File: src/rtl/pulse_event_sync_pkg.sv
// pulse_event_sync_pkg
//   Shared constants and helpers for the pulse event synchronizer receiver.
//   Holds the default and legal ranges of the block parameters, and the
//   function that sizes the channel-index output.
//   Optional feature macro used by the design files: PULSE_EVENT_SYNC_OVF_EN
//   (adds sticky per-channel overflow flags).

package pulse_event_sync_pkg;

  // Default parameter values and their legal ranges
  localparam int DEF_NUM_CH      = 4;
  localparam int MIN_NUM_CH      = 1;
  localparam int MAX_NUM_CH      = 32;

  localparam int DEF_SYNC_STAGES = 2;
  localparam int MIN_SYNC_STAGES = 2;
  localparam int MAX_SYNC_STAGES = 4;

  localparam int DEF_CNT_W       = 3;
  localparam int MIN_CNT_W       = 1;
  localparam int MAX_CNT_W       = 8;

  // Width of the channel index; a single channel still gets a 1-bit index
  function automatic int ch_idx_w(input int num_ch);
    return (num_ch <= 1) ? 1 : $clog2(num_ch);
  endfunction

endpackage

File: src/rtl/pulse_event_sync_ch.sv
// pulse_event_sync_ch
//   One receive channel: synchronizes an asynchronous toggle level, turns each
//   level change into a single-cycle event, and keeps a saturating count of
//   events not yet consumed.
//   Optional macro: PULSE_EVENT_SYNC_OVF_EN adds the o_ovf_pulse output.
//
// Ports
//   i_clk        destination clock (rising edge)
//   i_rst        synchronous active-high reset
//   i_tog        asynchronous toggle level from the source domain
//   i_dec        consumer takes one event from this channel this cycle
//   o_busy       counter is nonzero (an event is pending)
//   o_ovf_pulse  (macro only) an event was dropped because the counter was full

module pulse_event_sync_ch
  import pulse_event_sync_pkg::*;
#(
  parameter int SYNC_STAGES = DEF_SYNC_STAGES,
  parameter int CNT_W       = DEF_CNT_W
) (
  input  logic i_clk,
  input  logic i_rst,
  input  logic i_tog,
  input  logic i_dec,
  output logic o_busy
`ifdef PULSE_EVENT_SYNC_OVF_EN
  ,
  output logic o_ovf_pulse
`endif
);

  localparam logic [CNT_W-1:0] CNT_MAX = '1;

  (* ASYNC_REG = "TRUE" *) logic [SYNC_STAGES-1:0] sync_q;
  logic             hist_q;
  logic [CNT_W-1:0] cnt_q;
  logic             evt;
  logic             at_max;

  // Synchronizer chain plus a history flop one stage behind the last sync
  // stage; comparing the two exposes every level change exactly once.
  always_ff @(posedge i_clk) begin
    if (i_rst) begin
      sync_q <= '0;
      hist_q <= 1'b0;
    end else begin
      sync_q <= {sync_q[SYNC_STAGES-2:0], i_tog};
      hist_q <= sync_q[SYNC_STAGES-1];
    end
  end

  assign evt    = sync_q[SYNC_STAGES-1] ^ hist_q;
  assign at_max = (cnt_q == CNT_MAX);

  // Saturating up/down counter. An arrival and a take in the same cycle
  // cancel, so a full counter that is also being drained never drops.
  always_ff @(posedge i_clk) begin
    if (i_rst) begin
      cnt_q <= '0;
    end else if (evt && !i_dec && !at_max) begin
      cnt_q <= cnt_q + CNT_W'(1);
    end else if (!evt && i_dec) begin
      cnt_q <= cnt_q - CNT_W'(1);
    end
  end

  assign o_busy = |cnt_q;

`ifdef PULSE_EVENT_SYNC_OVF_EN
  assign o_ovf_pulse = evt && !i_dec && at_max;
`endif

endmodule

File: src/rtl/pulse_event_sync_rx.sv
// pulse_event_sync_rx
//   Receives NUM_CH asynchronous toggle channels, counts pending events per
//   channel and presents them one at a time through a valid/ready handshake,
//   choosing among busy channels in round-robin order.
//   Optional macro: PULSE_EVENT_SYNC_OVF_EN adds the sticky o_ovf flags.
//
// Ports
//   i_clk    destination clock (rising edge)
//   i_rst    synchronous active-high reset
//   i_tog    per-channel asynchronous toggle levels
//   i_ready  consumer accepts the presented event
//   o_valid  at least one channel has a pending event
//   o_ch     index of the channel whose event is presented
//   o_ovf    (macro only) sticky per-channel overflow flags

module pulse_event_sync_rx
  import pulse_event_sync_pkg::*;
#(
  parameter  int NUM_CH      = DEF_NUM_CH,
  parameter  int SYNC_STAGES = DEF_SYNC_STAGES,
  parameter  int CNT_W       = DEF_CNT_W,
  localparam int CH_W        = ch_idx_w(NUM_CH)
) (
  input  logic              i_clk,
  input  logic              i_rst,
  input  logic [NUM_CH-1:0] i_tog,
  input  logic              i_ready,
  output logic              o_valid,
  output logic [CH_W-1:0]   o_ch
`ifdef PULSE_EVENT_SYNC_OVF_EN
  ,
  output logic [NUM_CH-1:0] o_ovf
`endif
);

  logic [NUM_CH-1:0] busy;
  logic [NUM_CH-1:0] dec;
  logic              accept;
`ifdef PULSE_EVENT_SYNC_OVF_EN
  logic [NUM_CH-1:0] ovf_pulse;
`endif

  // o_valid and o_ch come only from counter and pointer registers, so
  // i_ready never reaches them combinationally.
  assign o_valid = |busy;
  assign accept  = o_valid && i_ready;

  for (genvar k = 0; k < NUM_CH; k++) begin : g_ch
    assign dec[k] = accept && (o_ch == CH_W'(k));

    pulse_event_sync_ch #(
      .SYNC_STAGES(SYNC_STAGES),
      .CNT_W      (CNT_W)
    ) u_ch (
      .i_clk      (i_clk),
      .i_rst      (i_rst),
      .i_tog      (i_tog[k]),
      .i_dec      (dec[k]),
      .o_busy     (busy[k])
`ifdef PULSE_EVENT_SYNC_OVF_EN
      ,
      .o_ovf_pulse(ovf_pulse[k])
`endif
    );
  end

  if (NUM_CH == 1) begin : g_single
    assign o_ch = '0;
  end else begin : g_rr
    logic [CH_W-1:0] rr_q;
    logic [CH_W-1:0] sel_hi;
    logic [CH_W-1:0] sel_lo;
    logic            any_hi;

    // Find the first busy channel at or above rr_q; failing that, wrap and
    // take the lowest busy channel. Scanning downwards lets the last match
    // win, which is the lowest index in each half. With nothing busy the
    // pointer itself is shown, so o_ch stays put while o_valid is low.
    always_comb begin
      sel_hi = rr_q;
      sel_lo = rr_q;
      any_hi = 1'b0;
      for (int k = NUM_CH - 1; k >= 0; k--) begin
        if (busy[k]) begin
          sel_lo = CH_W'(k);
          if (k >= int'(rr_q)) begin
            sel_hi = CH_W'(k);
            any_hi = 1'b1;
          end
        end
      end
    end

    assign o_ch = any_hi ? sel_hi : sel_lo;

    // After each accept the search restarts just past the served channel,
    // so a busy channel cannot starve the others.
    always_ff @(posedge i_clk) begin
      if (i_rst) begin
        rr_q <= '0;
      end else if (accept) begin
        rr_q <= (o_ch == CH_W'(NUM_CH - 1)) ? '0 : o_ch + CH_W'(1);
      end
    end
  end

`ifdef PULSE_EVENT_SYNC_OVF_EN
  // Overflow flags are sticky; only reset clears them.
  always_ff @(posedge i_clk) begin
    if (i_rst) begin
      o_ovf <= '0;
    end else begin
      o_ovf <= o_ovf | ovf_pulse;
    end
  end
`endif

endmodule
File: config.mk
export PLATFORM = sky130hd
export DESIGN_NAME = pulse_event_sync_rx
export DESIGN_NICKNAME = d
export VERILOG_FILES = /design/src/rtl/pulse_event_sync_pkg.sv /design/src/rtl/pulse_event_sync_ch.sv /design/src/rtl/pulse_event_sync_rx.sv
export SDC_FILE = /design/constraint.sdc
export NUM_CORES = 1
export LEC_CHECK = 0
export CAP_MARGIN = 40
export CELL_PAD_IN_SITES_DETAIL_PLACEMENT = 1
export CELL_PAD_IN_SITES_GLOBAL_PLACEMENT = 1
export CORE_ASPECT_RATIO = 0.8
export CORE_UTILIZATION = 40
export CTS_CLUSTER_SIZE = 20
export DETAILED_ROUTE_END_ITERATION = 16
export HOLD_SLACK_MARGIN = 0.02
export MAX_ROUTING_LAYER = met4
export PLACE_DENSITY_LB_ADDON = 0.2
export SYNTH_ARGS = -nofsm -noshare
export SYNTH_HDL_FRONTEND = slang
export SYNTH_SLANG_ARGS = --single-unit
File: constraint.sdc
create_clock -name i_clk -period 3.99 [get_ports i_clk]
set_clock_uncertainty 0.05 [all_clocks]
set_input_delay 0.798 -clock i_clk [delete_from_list [all_inputs] [get_ports i_clk]]
set_output_delay 0.798 -clock i_clk [all_outputs]
set_load 0.02 [all_outputs]
After elaboration in Yosys (flattened, before gate mapping)
Index checks and enable logic that the tools add are counted.
{ "word_totals": {"regBits": 26, "latchBits": 0, "ramBits": 0, "mem_bits_ro": 0, "in_bits": 7, "wordCells": 102, "n_memories": 0} }
{ "op_classes": {"addsub": 9, "mul": 0, "n_div": 0, "magnitude_cmp": 3, "eq_ne": 7, "shift": 0, "muxes": 27, "n_bitwise": 4, "n_reduce_logical": 39} }
{ "ops": {"columns": ["cell", "count"], "rows": [
  ["two-way mux 2 bit", 12],
  ["two-way mux 3 bit", 8],
  ["logical AND 1 bit", 17],
  ["adder 3 x 1 -> 3 bit, second input constant", 4],
  ["equality test 3 bit, second input constant", 4],
  ["zero test 1 bit", 12],
  ["OR reduction 12 bit", 1],
  ["OR reduction 3 bit", 4],
  ["subtractor 3 x 1 -> 3 bit, second input constant", 4],
  ["nonzero test 2 bit", 4],
  ["two-way mux 1 bit", 7],
  ["equality test 2 bit, second input constant", 2],
  [">= comparator 1 x 2 -> 1 bit, first input constant", 2],
  ["bitwise XOR 1 bit", 4],
  ["adder 2 x 1 -> 2 bit, second input constant", 1],
  ["equality test 2 x 1 -> 1 bit, second input constant", 1],
  [">= comparator 2 bit, first input constant", 1],
  ["zero test 2 bit", 1]
]} }

Logic depth before layout (Yosys ltp)
{ "logic_depth": {"word_depth": 15, "depth_mapped": 14, "ltp_nobuf": 13} }

By module
A second synthesis with hierarchy kept.
{ "unflattened": {"cells_unflattened": 163, "hier_area_um2": 1462.7} }
{ "by_module_without_submodules": {"columns": ["module", "instances", "cells_per_inst", "area_per_inst_um2", "seq_area_each_um2"], "rows": [
  ["pulse_event_sync_ch", 4, 32, 299.0, 120.1],
  ["pulse_event_sync_rx", 1, 35, 266.5, 40.0]
]} }

Least setup slack after synthesis
No wires, ideal clock.
{ "synth_path": {"kind": "register -> register", "startpoint": "reg g_ch[3].u_ch.cnt_q[0]", "endpoint": "reg g_ch[1].u_ch.cnt_q[2]", "setup_ps": 123, "t_arrival_ps": 2960, "t_required_ps": 3817, "slack_ps": 856, "stages_incl_launch_ff": 15, "n_path_buf": 1, "synth_period_minus_slack_ps": 3134, "cell_sequence": "dfxtp_1 or3_1 buf_2 o22ai_1 a22oi_1 and2_1 ha_1 and2_1 o41ai_1 nand2_1 fa_1 inv_1 a311oi_1 a32oi_1 mux2_1"} }
{ "synth_between": {"elab_chain_cells": 15, "elab_cells_between_ends": 29, "classes_between": "eq/ne: 1; mux: 19; reduce/logical: 9"} }
{ "synth_rtl": {"columns": ["element", "line", "source"], "rows": [
  ["start, declared", "pulse_event_sync_ch.sv:36", "logic [CNT_W-1:0] cnt_q;"],
  ["start signal, assigned", "pulse_event_sync_ch.sv:61", "cnt_q <= cnt_q + CNT_W'(1);"],
  ["start signal, assigned", "pulse_event_sync_ch.sv:63", "cnt_q <= cnt_q - CNT_W'(1);"],
  ["OR reduction 3 bit (*)", "pulse_event_sync_ch.sv:67", "assign o_busy = |cnt_q;"],
  ["two-way mux 2 bit / two-way mux 1 bit (equally long branches)", "pulse_event_sync_rx.sv:84", "if (busy[k]) begin"],
  ["two-way mux 2 bit / two-way mux 1 bit (equally long branches)", "pulse_event_sync_rx.sv:86", "if (k >= int'(rr_q)) begin"],
  ["two-way mux 2 bit / two-way mux 1 bit (equally long branches)", "pulse_event_sync_rx.sv:84", null],
  ["two-way mux 2 bit / two-way mux 1 bit (equally long branches)", "pulse_event_sync_rx.sv:86", null],
  ["two-way mux 2 bit / two-way mux 1 bit (equally long branches)", "pulse_event_sync_rx.sv:84", null],
  ["two-way mux 2 bit / two-way mux 1 bit (equally long branches)", "pulse_event_sync_rx.sv:86", null],
  ["two-way mux 2 bit / two-way mux 1 bit (equally long branches)", "pulse_event_sync_rx.sv:84", null],
  ["two-way mux 2 bit (*)", "pulse_event_sync_rx.sv:94", "assign o_ch = any_hi ? sel_hi : sel_lo;"],
  ["via o_ch[0]", "pulse_event_sync_rx.sv:29", "output logic [CH_W-1:0] o_ch"],
  ["equality test 2 x 1 -> 1 bit (*)", "pulse_event_sync_rx.sv:49", "assign dec[k] = accept && (o_ch == CH_W'(k));"],
  ["logical AND 1 bit (*)", "pulse_event_sync_rx.sv:49", null],
  ["zero test 1 bit", "pulse_event_sync_ch.sv:60", "end else if (evt && !i_dec && !at_max) begin"],
  ["logical AND 1 bit (2 in series)", "pulse_event_sync_ch.sv:60", null],
  ["two-way mux 3 bit / nonzero test 2 bit (equally long branches)", null, null],
  ["end signal, assigned", "pulse_event_sync_ch.sv:61", null],
  ["end signal, assigned", "pulse_event_sync_ch.sv:63", null],
  ["end, declared", "pulse_event_sync_ch.sv:36", null]
]} }
Mark *: on every way through the listed nets, which the timed path passes. The rest lies on a longest branch.
A chain may end at the register's enable or synchronous reset.

Final worst setup path
{ "layout_path": {"startpoint": "reg g_ch[3].u_ch.cnt_q[0]", "endpoint": "reg g_ch[1].u_ch.cnt_q[2]"} }
{ "layout_between": {"elab_chain_cells": 15, "elab_cells_between_ends": 29, "classes_between": "eq/ne: 1; mux: 19; reduce/logical: 9"} }
{ "layout_rtl": {"columns": ["element", "line"], "rows": [
  ["OR reduction 3 bit", "pulse_event_sync_ch.sv:67"],
  ["two-way mux 2 bit / two-way mux 1 bit (equally long branches)", "pulse_event_sync_rx.sv:84"],
  ["two-way mux 2 bit / two-way mux 1 bit (equally long branches)", "pulse_event_sync_rx.sv:86"],
  ["two-way mux 2 bit / two-way mux 1 bit (equally long branches)", "pulse_event_sync_rx.sv:84"],
  ["two-way mux 2 bit / two-way mux 1 bit (equally long branches)", "pulse_event_sync_rx.sv:86"],
  ["two-way mux 2 bit / two-way mux 1 bit (equally long branches)", "pulse_event_sync_rx.sv:84"],
  ["two-way mux 2 bit / two-way mux 1 bit (equally long branches)", "pulse_event_sync_rx.sv:86"],
  ["two-way mux 2 bit / two-way mux 1 bit (equally long branches)", "pulse_event_sync_rx.sv:84"],
  ["two-way mux 2 bit", "pulse_event_sync_rx.sv:94"],
  ["equality test 2 x 1 -> 1 bit", "pulse_event_sync_rx.sv:49"],
  ["logical AND 1 bit (*)", "pulse_event_sync_rx.sv:49"],
  ["zero test 1 bit", "pulse_event_sync_ch.sv:60"],
  ["logical AND 1 bit (2 in series)", "pulse_event_sync_ch.sv:60"],
  ["two-way mux 3 bit / nonzero test 2 bit (equally long branches)", null]
]} }
Mark *: on every way between the ends. The rest lies on a longest branch, timed or not.

==> metrics.txt <==
Core Box Area=~3500 um2; DR vias=between 1k and 1.5k; critical path class=reg2reg; PD cells=just over 800 nW/um2; cts bufs inserted=3; area delta synth->final=9.465%; vias in the first global route=1,162; gp weighted congestion=~0.92; Hold Fails Final Rpt=0; residual DRC count=0; CP arrival=3.46 ns; via density per instance=~5.6; Ant. Diodes=0; share of post-route cells with drive strength above 1=0.07975; Post-DRT Antenna Nets=0; FILL cells=about 420; CTS tree=built; first-pass GRT wire length=between 5000 and 6000 um; RSZ-0062 raised after global routing=no; Synth Cell Area=about 1500 um2; drt initial violations=25; # Post-CTS Setup Buffers=0; number of enable flip-flop cells after synthesis=0; leakage=approximately 0.65 nW; setup TNS=0 ns; GR Util All Layers=0.1696; startpoint types=flop; crit-path max FO=11; Ys Warns=0; port bufs=9; Final Util=0.4698; CP Capture Type=flop; final worst path period need=approximately 3.4 ns; Synth top area share=0.3424; cells after synthesis=160; endpoints failing setup=0; worst skew pair latency=around 0.26 ns; grt ovf=0; Worst EP required=around 4.1 ns; Tcrit/Tclk final=0.8407; DP Wirelength=2245 um; Synth cell types=34; post-synthesis sequential area ratio=0.3424; WL/cell=between 10 and 15 um; Synth Flop Type=dfxtp_1; Die Y=approximately 57 um; leading area contributor after synthesis=dfxtp_1; Routed Wire Length=roughly 2900 um; total of max-cap violations=0; cts hold-fix bufs=0; Final #Nets=between 150 and 200; drt first pass iters=3; Synth top cells by count=26 x dfxtp_1, 20 x nor2b_1, 12 x nor2_1, 9 x and2_1, 8 x nand2b_1; IO Pins=10; Avg Cell Area, Syn=9.501 um2; Root Driver=clkbuf_8; Die X=70.93 um; Post-CTS Resized=0; # clock sinks=26; Worst-Margin Slew=0.6614 ns; # rows=19; initial core utilization=0.4292; FF+latch count, synth=26; Pins Over Slew Limit=0; Max Freq=0.2981 GHz; Area contributors post-synth=dfxtp_1 34%, nor2b_1 8.2%, fa_1 5.3%; largest net degree at the start of global routing=39; Slew HR=0.5533; H-tree lvl count=1; initial antenna violation count=0; status=finished clean; clock buffer depth=2; worst hold path type=reg2reg; die area=~4100 um2; worst vdd ir=~0.34 mV; most frequent cell after synthesis=dfxtp_1; Synth Net Count=approximately 180; ys async rst share=0; clock transition at the registers of the reported paths=~0.09 ns
-- metrics by stage --
| step | worst slack (ns) | hold slack (ns) | power (mW) | std cells | instance area, um2 |
|---|---|---|---|---|---|
| final | 0.6355 | 0.3974 | 1.366 | 205 | 1664 |
| after CTS | 0.6098 | 0.3966 | 1.382 | 205 | 1664 |
| after floorplan | 0.8564 | 0.3638 | 1.034 | 160 | 1520 |
| after detailed placement | 0.6381 | 0.3739 | 1.230 | 202 | 1623 |
| after global routing | 0.3445 | 0.4167 | 1.490 | 205 | 1664 |
| after global placement | 0.7286 | 0.3688 | 1.199 | 202 | 1623 |
-- report_power, final --
part	leakage [nW]	switching (mW)	total (mW)	internal, mW
Clock	0.0216	0.0764	0.144	0.0675
Combinational	0.410	0.464	0.831	0.368
Sequential	0.214	0.0772	0.391	0.313
-- placed cells by master (no fill, tap or decap), types with 2 or more instances in the layout --
cell type        Yosys  routed
ha_1                 4       4
xnor2_1              4       4
clkbuf_8             0       3
and2_1               9       9
a31oi_1              4       4
mux2_4               4       4
or3_1                4       4
nand2b_1             8       8
a311oi_1             5       5
nor2b_1             20      20
a21oi_1              2       2
mux2_1               4       4
a22oi_2              4       4
inv_1                5       5
o41ai_1              4       4
dfxtp_1             26      26
mux2i_1              5       5
a32oi_1              4       4
o22ai_1              2       2
nor3_1               3       3
nand2_1              5       5
clkdlybuf4s50_1      0       9
nor2_1              12      12
fa_1                 4       4
-- cell type report --
class | count | area (um2) | share of cell area
flip-flops and latches | 26 | 520.5 | 0.3128
clock buffers | 3 | 41.29 | 0.02481
repair buffers | 10 | 97.59 | 0.05865
multi-input cells | 119 | 933.4 | 0.5609
well taps | 42 | 52.55 | 0.03158
inverters | 5 | 18.77 | 0.01128
-- routing by layer --
| layer | global-route usage | up-vias | wire length, um |
|---|---|---|---|
| li1 | - | 578 | - |
| met5 | - | - | 0 |
| met2 | 0.2898 | 8 | 1434 |
| met1 | 0.2079 | 554 | 1412 |
| met3 | 0.03180 | 4 | 53 |
| met4 | 0.04286 | 0 | 30 |
-- flip-flops by register name (all words and copies together) (netlist names) --
name	count
g_ch.u_ch.sync_q	8
g_ch.u_ch.cnt_q	12
g_ch.u_ch.hist_q	4
g_rr.rr_q	2
-- worst paths after layout --
| kind | cells past startpoint | from | endpoint | slack [ns] |
|---|---|---|---|---|
| worst min register to register | 1 | g_ch[0].u_ch.sync_q[0] | g_ch[0].u_ch.sync_q[1] | 0.40 |
| worst min-delay path | 1 | g_ch[0].u_ch.sync_q[0] | g_ch[0].u_ch.sync_q[1] | 0.40 |
| worst max register to register | 13 | g_ch[3].u_ch.cnt_q[0] | g_ch[1].u_ch.cnt_q[2] | 0.64 |
| worst max-delay path | 13 | g_ch[3].u_ch.cnt_q[0] | g_ch[1].u_ch.cnt_q[2] | 0.64 |
-- critical path: stages, from the launching register on --
cell and delay, ns:
dfxtp_1 0.37, or3_1 0.56, a21oi_1 0.17, o21ai_0 0.16, and2_1 0.24, ha_1 0.20
and2_1 0.16, o41ai_1 0.12, nand2_1 0.16, fa_1 0.39, inv_1 0.08, a311oi_1 0.05
a32oi_1 0.19, mux2_1 0.33
-- logic make-up (layout without fill, tap and decap cells) --
kind of cell / after synthesis / in the layout / synth area share
simple gates: 63 / 63 / 0.2313
compound gates: 31 / 31 / 0.1720
flops: 26 / 26 / 0.3424
buf+inv: 15 / 18 / 0.04362
mux: 13 / 13 / 0.1021
fa+ha+maj: 8 / 8 / 0.08560
xor+xnor: 4 / 4 / 0.02304
No activity file was read; power rests on OpenSTA's default activity.
